[src/rtl/icache_state_pkg.sv]
// Shared encodings for the I-cache line-state controller: line states, controller FSM states
// and the line next-state table.
package icache_state_pkg;

   localparam logic [1:0] StateI = 2'b10;
   localparam logic [1:0] StateC = 2'b01;
   localparam logic [1:0] StateD = 2'b00;

   typedef enum logic [1:0] {
      StIdle  = 2'b00,
      StUpd   = 2'b01,
      StFlush = 2'b10
   } ctrl_state_e;

   // A hit keeps the line unless it is written; a miss either installs a clean copy or drops it.
   function automatic logic [1:0] line_next_state(input logic [1:0] prev,
                                                  input logic       hit,
                                                  input logic       write,
                                                  input logic       mem_fetch);
      logic [1:0] next;
      if (hit) begin
         next = write ? StateD : prev;
      end else begin
         next = mem_fetch ? StateC : StateI;
      end
      return next;
   endfunction

endpackage

[src/rtl/icache_next_state_fn.sv]
// Combinational line-state update: maps the prior state and access type to the state to write
// back, and flags whether the prior state was dirty.
module icache_next_state_fn
   import icache_state_pkg::*;
(
   input  logic [1:0] prev,
   input  logic       hit,
   input  logic       write,
   input  logic       mem_fetch,
   output logic [1:0] next,
   output logic       is_dirty
);

   always_comb begin
      next     = line_next_state(prev, hit, write, mem_fetch);
      is_dirty = (prev == StateD);
   end

endmodule

[src/rtl/icache_line_state_ctrl.sv]
// Per-set, per-way I/C/D state array with a handshaked update path, a walking invalidate-all
// flush and a registered write-first lookup port. ICACHE_DIRTY_COUNT_EN adds dirty_count.
module icache_line_state_ctrl
   import icache_state_pkg::*;
#(
   parameter int unsigned SETS  = 64,
   parameter int unsigned WAYS  = 2,
   parameter int unsigned IDX_W = $clog2(SETS),
   parameter int unsigned WAY_W = (WAYS > 1) ? $clog2(WAYS) : 1,
   parameter int unsigned CNT_W = $clog2(SETS * WAYS + 1)
) (
   input  logic                clk,
   input  logic                reset,
   input  logic                req_valid,
   output logic                req_ready,
   input  logic [IDX_W-1:0]    req_index,
   input  logic [WAY_W-1:0]    req_way,
   input  logic                req_hit,
   input  logic                req_write,
   input  logic                req_mem_fetch,
   output logic                rsp_valid,
   output logic [1:0]          rsp_prev_state,
   output logic [1:0]          rsp_next_state,
   output logic                rsp_is_dirty,
   input  logic                flush_start,
   output logic                flush_busy,
   output logic                flush_done,
   input  logic [IDX_W-1:0]    lk_index,
   output logic [2*WAYS-1:0]   lk_state
`ifdef ICACHE_DIRTY_COUNT_EN
   ,
   output logic [CNT_W-1:0]    dirty_count
`endif
);

   localparam logic [2*WAYS-1:0]      SetAllI  = {WAYS{StateI}};
   localparam logic [2*SETS*WAYS-1:0] ArrAllI  = {(SETS * WAYS){StateI}};
   localparam logic [IDX_W-1:0]       LastSet  = IDX_W'(SETS - 1);

   ctrl_state_e state_q;

   logic [SETS-1:0][WAYS-1:0][1:0] arr_q, arr_d;

   logic [IDX_W-1:0] idx_q;
   logic [WAY_W-1:0] way_q;
   logic             hit_q;
   logic             write_q;
   logic             fetch_q;
   logic [IDX_W-1:0] flush_cnt_q;

   logic             way_ok;
   logic             upd_en;
   logic [1:0]       upd_prev;
   logic [1:0]       upd_next;
   logic             upd_is_dirty;

   assign req_ready = (state_q == StIdle) && !flush_start;

   // Way selects beyond WAYS (non-power-of-two configs) read as I and write nothing.
   assign way_ok   = (32'(way_q) < WAYS);
   assign upd_en   = (state_q == StUpd) && way_ok;
   assign upd_prev = way_ok ? arr_q[idx_q][way_q] : StateI;

   icache_next_state_fn u_next_state (
      .prev      (upd_prev),
      .hit       (hit_q),
      .write     (write_q),
      .mem_fetch (fetch_q),
      .next      (upd_next),
      .is_dirty  (upd_is_dirty)
   );

   always_comb begin
      arr_d = arr_q;
      if (upd_en) begin
         arr_d[idx_q][way_q] = upd_next;
      end else if (state_q == StFlush) begin
         arr_d[flush_cnt_q] = SetAllI;
      end
   end

   always_ff @(posedge clk) begin
      if (reset) begin
         state_q        <= StIdle;
         arr_q          <= ArrAllI;
         lk_state       <= SetAllI;
         idx_q          <= '0;
         way_q          <= '0;
         hit_q          <= 1'b0;
         write_q        <= 1'b0;
         fetch_q        <= 1'b0;
         flush_cnt_q    <= '0;
         rsp_valid      <= 1'b0;
         rsp_prev_state <= 2'b00;
         rsp_next_state <= 2'b00;
         rsp_is_dirty   <= 1'b0;
         flush_busy     <= 1'b0;
         flush_done     <= 1'b0;
      end else begin
         arr_q      <= arr_d;
         // Read from the next-state array so a same-edge write is visible immediately.
         lk_state   <= arr_d[lk_index];
         rsp_valid  <= 1'b0;
         flush_done <= 1'b0;
         case (state_q)
            StIdle: begin
               if (flush_start) begin
                  state_q     <= StFlush;
                  flush_cnt_q <= '0;
                  flush_busy  <= 1'b1;
               end else if (req_valid) begin
                  state_q <= StUpd;
                  idx_q   <= req_index;
                  way_q   <= req_way;
                  hit_q   <= req_hit;
                  write_q <= req_write;
                  fetch_q <= req_mem_fetch;
               end
            end
            StUpd: begin
               state_q        <= StIdle;
               rsp_valid      <= 1'b1;
               rsp_prev_state <= upd_prev;
               rsp_next_state <= upd_next;
               rsp_is_dirty   <= upd_is_dirty;
            end
            StFlush: begin
               if (flush_cnt_q == LastSet) begin
                  state_q    <= StIdle;
                  flush_busy <= 1'b0;
                  flush_done <= 1'b1;
               end else begin
                  flush_cnt_q <= flush_cnt_q + 1'b1;
               end
            end
            default: begin
               state_q    <= StIdle;
               flush_busy <= 1'b0;
            end
         endcase
      end
   end

`ifdef ICACHE_DIRTY_COUNT_EN
   localparam logic [CNT_W-1:0] DirtyMax = CNT_W'(SETS * WAYS);

   logic [CNT_W-1:0] dirty_cnt_q;

   always_ff @(posedge clk) begin
      if (reset) begin
         dirty_cnt_q <= '0;
      end else if ((state_q == StIdle) && flush_start) begin
         dirty_cnt_q <= '0;
      end else if (upd_en) begin
         if ((upd_prev != StateD) && (upd_next == StateD) && (dirty_cnt_q != DirtyMax)) begin
            dirty_cnt_q <= dirty_cnt_q + 1'b1;
         end else if ((upd_prev == StateD) && (upd_next != StateD) && (dirty_cnt_q != '0)) begin
            dirty_cnt_q <= dirty_cnt_q - 1'b1;
         end
      end
   end

   assign dirty_count = dirty_cnt_q;
`endif

endmodule

[config.mk]
export PLATFORM = sky130hd
export DESIGN_NAME = icache_line_state_ctrl
export DESIGN_NICKNAME = d
export VERILOG_FILES = /design/src/rtl/icache_state_pkg.sv /design/src/rtl/icache_next_state_fn.sv /design/src/rtl/icache_line_state_ctrl.sv
export SDC_FILE = /design/constraint.sdc
export NUM_CORES = 1
export LEC_CHECK = 0
export CAP_MARGIN = 15
export CORE_UTILIZATION = 55
export CTS_BUF_LIST = sky130_fd_sc_hd__clkbuf_8
export DETAILED_ROUTE_END_ITERATION = 16
export PLACE_DENSITY = 0.71
export RECOVER_POWER = 100
export SLEW_MARGIN = 40
export SYNTH_ARGS = -nofsm -noshare
export SYNTH_HDL_FRONTEND = slang
export SYNTH_SLANG_ARGS = --single-unit
[constraint.sdc]
create_clock -name clk -period 5 [get_ports clk]
set_input_delay 0.75 -clock clk [delete_from_list [all_inputs] [get_ports clk]]
set_output_delay 0.75 -clock clk [all_outputs]
set_load 0.05 [all_outputs]
Word level (Yosys, flattened, before mapping) --
Cells that the tools add are included.
Operators by class: equal/unequal tests 7, mux-type cells 30, add/subtract/negate cells 1, magnitude comparators 7, bitwise operators 6, reductions and logical operators 13
Operator list (number):
- 2-to-1 mux 256 bit | 2
- bitwise mux 256 bit | 1
- bitwise AND 128 bit | 1
- inverter 128 bit | 1
- bitwise OR 128 bit | 1
- binary-select mux 4 bit (select 6 bit) | 2
- demux 4 bit (select 6 bit) | 2
- < comparator 6 x 7 -> 1 bit (second input constant) | 3
- 2-to-1 mux 2 bit | 9
- 2-to-1 mux 4 bit | 4
- greater-or-equal comparator 6 x 1 -> 1 bit (second input constant) | 2
- 2-to-1 mux 6 bit | 2
- one-hot mux 6 bit (2 select lines) | 1
- AND reduction 3 bit | 3
- adder 6 x 1 -> 6 bit (second input constant) | 1
- == test 6 bit (second input constant) | 1
- logical AND 1 bit | 4
- zero test 2 bit | 2
- 2-to-1 mux 1 bit | 4
- != test 2 bit (second input constant) | 2
- one-hot mux 2 bit (2 select lines) | 1
- != test 3 bit (second input constant) | 1
- inverter 1 bit | 3
- one-hot mux 1 bit (3 select lines) | 1
- 10 further kinds | 10
Storage, ports and cells: bits of input ports 20, flip-flop bits (word level) 286, word-level logic and storage cells 206, output and inout bits 13

Logic depth before layout (Yosys ltp) --
Gate-level depths: netlist of run 1.
word-level depth 10, gate-level depth with buffers 20, depth with buffers taken out 12

By module --
From an unflattened synthesis of run 1, not the netlist that was laid out.
Unflattened totals: cell total of the unflattened synthesis 2280, area, all modules 17566.8 um^2
Modules (own cells, without submodules):
- icache_line_state_ctrl | times used 1, cells an instance 2274, area an instance 17534.3 um^2, seq. area each 5725.5 um^2
- icache_next_state_fn | times used 1, cells an instance 6, area an instance 32.5 um^2, seq. area each 0.0 um^2

Worst setup path before layout of run 1 --
Ideal clock, no wire load.
path type reg2reg, from register idx_q[1], to register lk_state[2], cell stages (with the launch flop) 16, arrival 3.329 ns, data required time 4.875 ns, slack 1.546 ns, library setup time 0.125 ns, clock period less this slack 3.454 ns, buffers on the path 4, cell sequence dfxtp_1 buf_4 mux2_1 a221o_1 a22oi_1 o22ai_1 nor4b_2 o31a_1 buf_6 buf_6 buf_6 o22ai_1 mux4_2 o211ai_1 o211ai_1 o41a_1
On the way: cells in the longest elaborated chain, start to end 10, elaborated cells on any way between the ends 15, classes of those cells order compare (2); mux (12); reduce/logical (1)
Ends and longest elaborated chain:
- start, declared | RTL line icache_line_state_ctrl.sv:44 | logic [IDX_W-1:0] idx_q;
- start signal, assigned | RTL line icache_line_state_ctrl.sv:113 | idx_q <= req_index;
- binary-select mux 4 bit (select 6 bit) | RTL line icache_line_state_ctrl.sv:62 | assign upd_prev = way_ok ? arr_q[idx_q][way_q] : StateI;
- 2-to-1 mux 4 bit (not written as such) | RTL line icache_line_state_ctrl.sv:62
- 2-to-1 mux 2 bit (not written as such) (2 in series) | RTL line icache_line_state_ctrl.sv:62
- 2-to-1 mux 2 bit | RTL line icache_state_pkg.sv:22 | next = write ? StateD : prev;
- 2-to-1 mux 2 bit | RTL line icache_state_pkg.sv:21 | if (hit) begin
- bitwise mux 256 bit (*) | RTL line icache_line_state_ctrl.sv:76 | arr_d[idx_q][way_q] = upd_next;
- 2-to-1 mux 256 bit (*) | RTL line icache_line_state_ctrl.sv:75 | if (upd_en) begin
- binary-select mux 4 bit (select 6 bit) (*) | RTL line icache_line_state_ctrl.sv:102 | lk_state <= arr_d[lk_index];
- 2-to-1 mux 4 bit (not written as such) (*) | RTL line icache_line_state_ctrl.sv:102
- end signal, assigned | RTL line icache_line_state_ctrl.sv:86 | lk_state <= SetAllI;
- end signal, assigned | RTL line icache_line_state_ctrl.sv:102
- end, declared | RTL line icache_line_state_ctrl.sv:29 | output logic [2*WAYS-1:0] lk_state
Every way passes the cells marked *; elsewhere a longest branch is shown, timed or not. The select of a mux whose other input is x is not followed. A chain may end at the register's enable or synchronous reset.

Worst setup path in the final report of run 1 --
from register idx_q[0], to register lk_state[0]
The elaborated chain is that of the path after synthesis.

==> results by group, run 1 <==
Run status
  – Status: finished, violations left
  – Failing checks: max-capacitance violations, max-slew violations

Detailed routing
  – First drt pass iteration count: 6
  – DRT iter0 DRCs: 3630
  – Post-Route M1 WL: 29800 um
  – Met3 WL: 14600 um
  – Highest metal layer with signal wires: met5
  – Vias per cell: 7.42
  – Routed Wire Length: 85700 um
  – Drt wl/cell: 31.7 um
  – DRC viols: 0
  – Routed wl met2: 33000 um
  – Post-DRT Antenna Nets: 0
  – Routed via count: 20100

Placed design
  – Detailed placer's ending HPWL: 59000 um
  – Port bufs: 32
  – Placed cells: 2604
  – Final Wtd Congestion: 1.15
  – Placed cell area: 18300 um2

Die
  – # rows: 64
  – Core Area: 30600 um2
  – Die Width: 179 um
  – Starting Density: 0.560
  – # IOs: 33
  – Die area: 31900 um2
  – Chip Height: 179 um

CTS
  – Postcts setup bufs: 0
  – Clock latency on the worst-skew pair: 690 ps
  – Hold buffers post-CTS: 0
  – Worst-path clk slew: 70 ps
  – Post-CTS sizing: 0
  – CTS H-tree depth: 2
  – CTS Buf Count: 51
  – CTS tree: done
  – Clock root cell: clkbuf_8
  – Clock buffer depth: 3
  – Clk sink count: 286

STA
  – Clock Skews: 31.1 ps
  – Tcrit/Tclk final: 0.997
  – Least-Margin Pin Slew: 1710 ps
  – Slew margin rel.: -0.140
  – Final hold violations: 0
  – Max Slew Vio Count: 30
  – Final Setup Violations: 0
  – Tmin final: 4990 ps
  – RSZ-0062 raised after global routing: false
  – Fmax: 201 MHz
  – Setup tns final: 0 ps

Cells and area
  – Net count, final: 2282
  – FF/Latch Area: 5740 um2
  – Post-route cell area: 19300 um2
  – Fill count: 2796
  – Final Util: 0.633
  – Share of cells above drive strength 1: 0.143
  – Multi-input logic area: 10200 um2
  – Area grow syn2layout: 12.9%
  – Non-Filler Instances: 2702

Global route
  – Total grt overflow: 0
  – Largest net degree at the start of global routing: 83
  – Vias in the first global route: 18300
  – Global-route wire length before repair: 122000 um
  – Total track usage: 0.534
  – Initial antenna violation count: 6

Setup path
  – Crit path DAT: 5600 ps
  – WS Path Type: register to register
  – CP endpoint kind: register
  – Critical Path Start Type: register
  – Data required, critical path: 5610 ps
  – Worst-path maximum fanout: 38

Synthesis
  – Post-synth top flop: dfxtp_1
  – Most common cell in the netlist: nand2_1
  – Count of cell types in the netlist: 84
  – Post-Syn Area per Cell: 7.72 um2
  – Main area contributors after synthesis: dfxtp_1, nand2_1, nor2_1
  – Post-synth top area cell: dfxtp_1
  – Share of the synthesized area in the top cell type: 0.334
  – Mapped cell area: 17100 um2
  – Yosys reg bits: 286
  – EDFF count, synth: 0
  – Yosys warns: 0
  – Syn nets: 2241
  – Synth cell count leaders: nand2_1, dfxtp_1, nor2_1
  – Post-synthesis cell count: 2220
  – Synth async-reset ratio: 0
  – Seq/Total Area, Yosys: 0.334

Worst hold path
  – Hold Crit Class: register to register

Power and ir drop
  – Lkg Pwr: 6.50 nW
  – Worst IR Drop VDD: 0.243 mV
  – Pwr dens: 272 nW/um2
  – Pwr Total: 5.26 mW

Run
  – Max Cap Violations: 1
-- final cells by class --
type | instances | share of cell area
Multi-Input combinational cell | 1631 | 0.525
Sequential cell | 286 | 0.296
Timing Repair Buffer | 177 | 0.0762
Clock buffer | 67 | 0.0477
Tap cell | 396 | 0.0256
Inverter | 114 | 0.0222
Clock inverter | 26 | 0.00614
Antenna cell | 5 | 0.000647
-- critical path, cell delays in order (launching register included) --
cell and delay, ps:
dfxtp_4 510, nor2b_1 540, buf_4 270, a22o_1 140, nand2_1 50, a31oi_1 210
buf_4 180, nor4b_1 60, clkbuf_1 150, o31ai_4 650, clkbuf_1 580, a32oi_1 290
mux2_2 330, o21ai_0 210, a31oi_1 120, a211o_1 370, a32oi_1 200
-- cell families after synthesis --
kind of cell / synth area share
and+or+nand+nor: 0.224
adders and majority gates: 0.000730
muxes: 0.0859
DFF: 0.334
xor gates and xnor gates: 0.00153
buffers and inverters: 0.0765
AOI/OAI and AO/OA: 0.277
-- registers in the layout, indices dropped and copies added, names as in the netlist --
signal	count
arr_q	256
fetch_q	1
flush_busy	1
flush_cnt_q	6
flush_done	1
hit_q	1
idx_q	6
lk_state	4
rsp_is_dirty	1
rsp_next_state	2
rsp_prev_state	2
rsp_valid	1
state_q	2
way_q	1
write_q	1
-- layout by cell type, fill, tap and decap left out, types with 24 or more instances in the layout --
cell,synthesis,routed
nor2b_1,24,24
inv_1,109,123
nor3_1,33,32
nand3_1,33,32
and2_1,50,26
o22ai_1,157,157
dfxtp_1,286,283
nor2_1,268,265
a22oi_1,41,41
o21ai_0,70,71
o211ai_1,27,27
a21oi_1,108,108
buf_4,20,125
or2_2,36,36
mux2i_1,56,56
o221ai_1,29,29
and2_0,2,26
o22a_1,60,60
a31oi_1,36,36
nand2_1,307,307
mux4_2,33,33
clkbuf_8,0,67
nand2b_1,25,25
-- stage by stage --
stage / setup WS [ps] / hold WS, ps
floorplan: 1550 / 444
global placement: 369 / 443
detailed placement: 316 / 451
CTS: 285 / 459
global route: 69.3 / 466
finish: 13.5 / 456
-- power breakdown --
part	switching (mW)	internal, mW	total, mW
Clock	1.11	1.19	2.30
Sequential	0.0281	2.29	2.32
Combinational	0.459	0.178	0.637
Total	1.60	3.66	5.26
-- path summary, 6_finish.rpt --
check,startpoint,endpoint,slack [ps],depth (start not counted)
hold reg to reg,rsp_prev_state[0],rsp_prev_state[0],460,2
setup reg to reg,idx_q[0],lk_state[0],10,16
hold / removal,rsp_prev_state[0],rsp_prev_state[0],460,2
setup / recovery,idx_q[0],lk_state[0],10,16
-- layer usage --
metal / vias up / track usage
li1: 8188 / -
met5: - / 0.0272
met2: 1982 / 0.722
met4: 4 / 0.424
met3: 579 / 0.216
met1: 9309 / 0.661
No activity file was read; power rests on OpenSTA's default activity.
==> inputs of run 2 (changes only) <==
--- a/config.mk
+++ b/config.mk
@@ -11,6 +11,7 @@
 export DETAILED_ROUTE_END_ITERATION = 16
 export PLACE_DENSITY = 0.71
 export RECOVER_POWER = 100
+export SETUP_SLACK_MARGIN = 0.05
 export SLEW_MARGIN = 40
 export SYNTH_ARGS = -nofsm -noshare
 export SYNTH_HDL_FRONTEND = slang
==> results of run 2 <==
The final DEF is identical to that of run 1; final timing and power are the same.
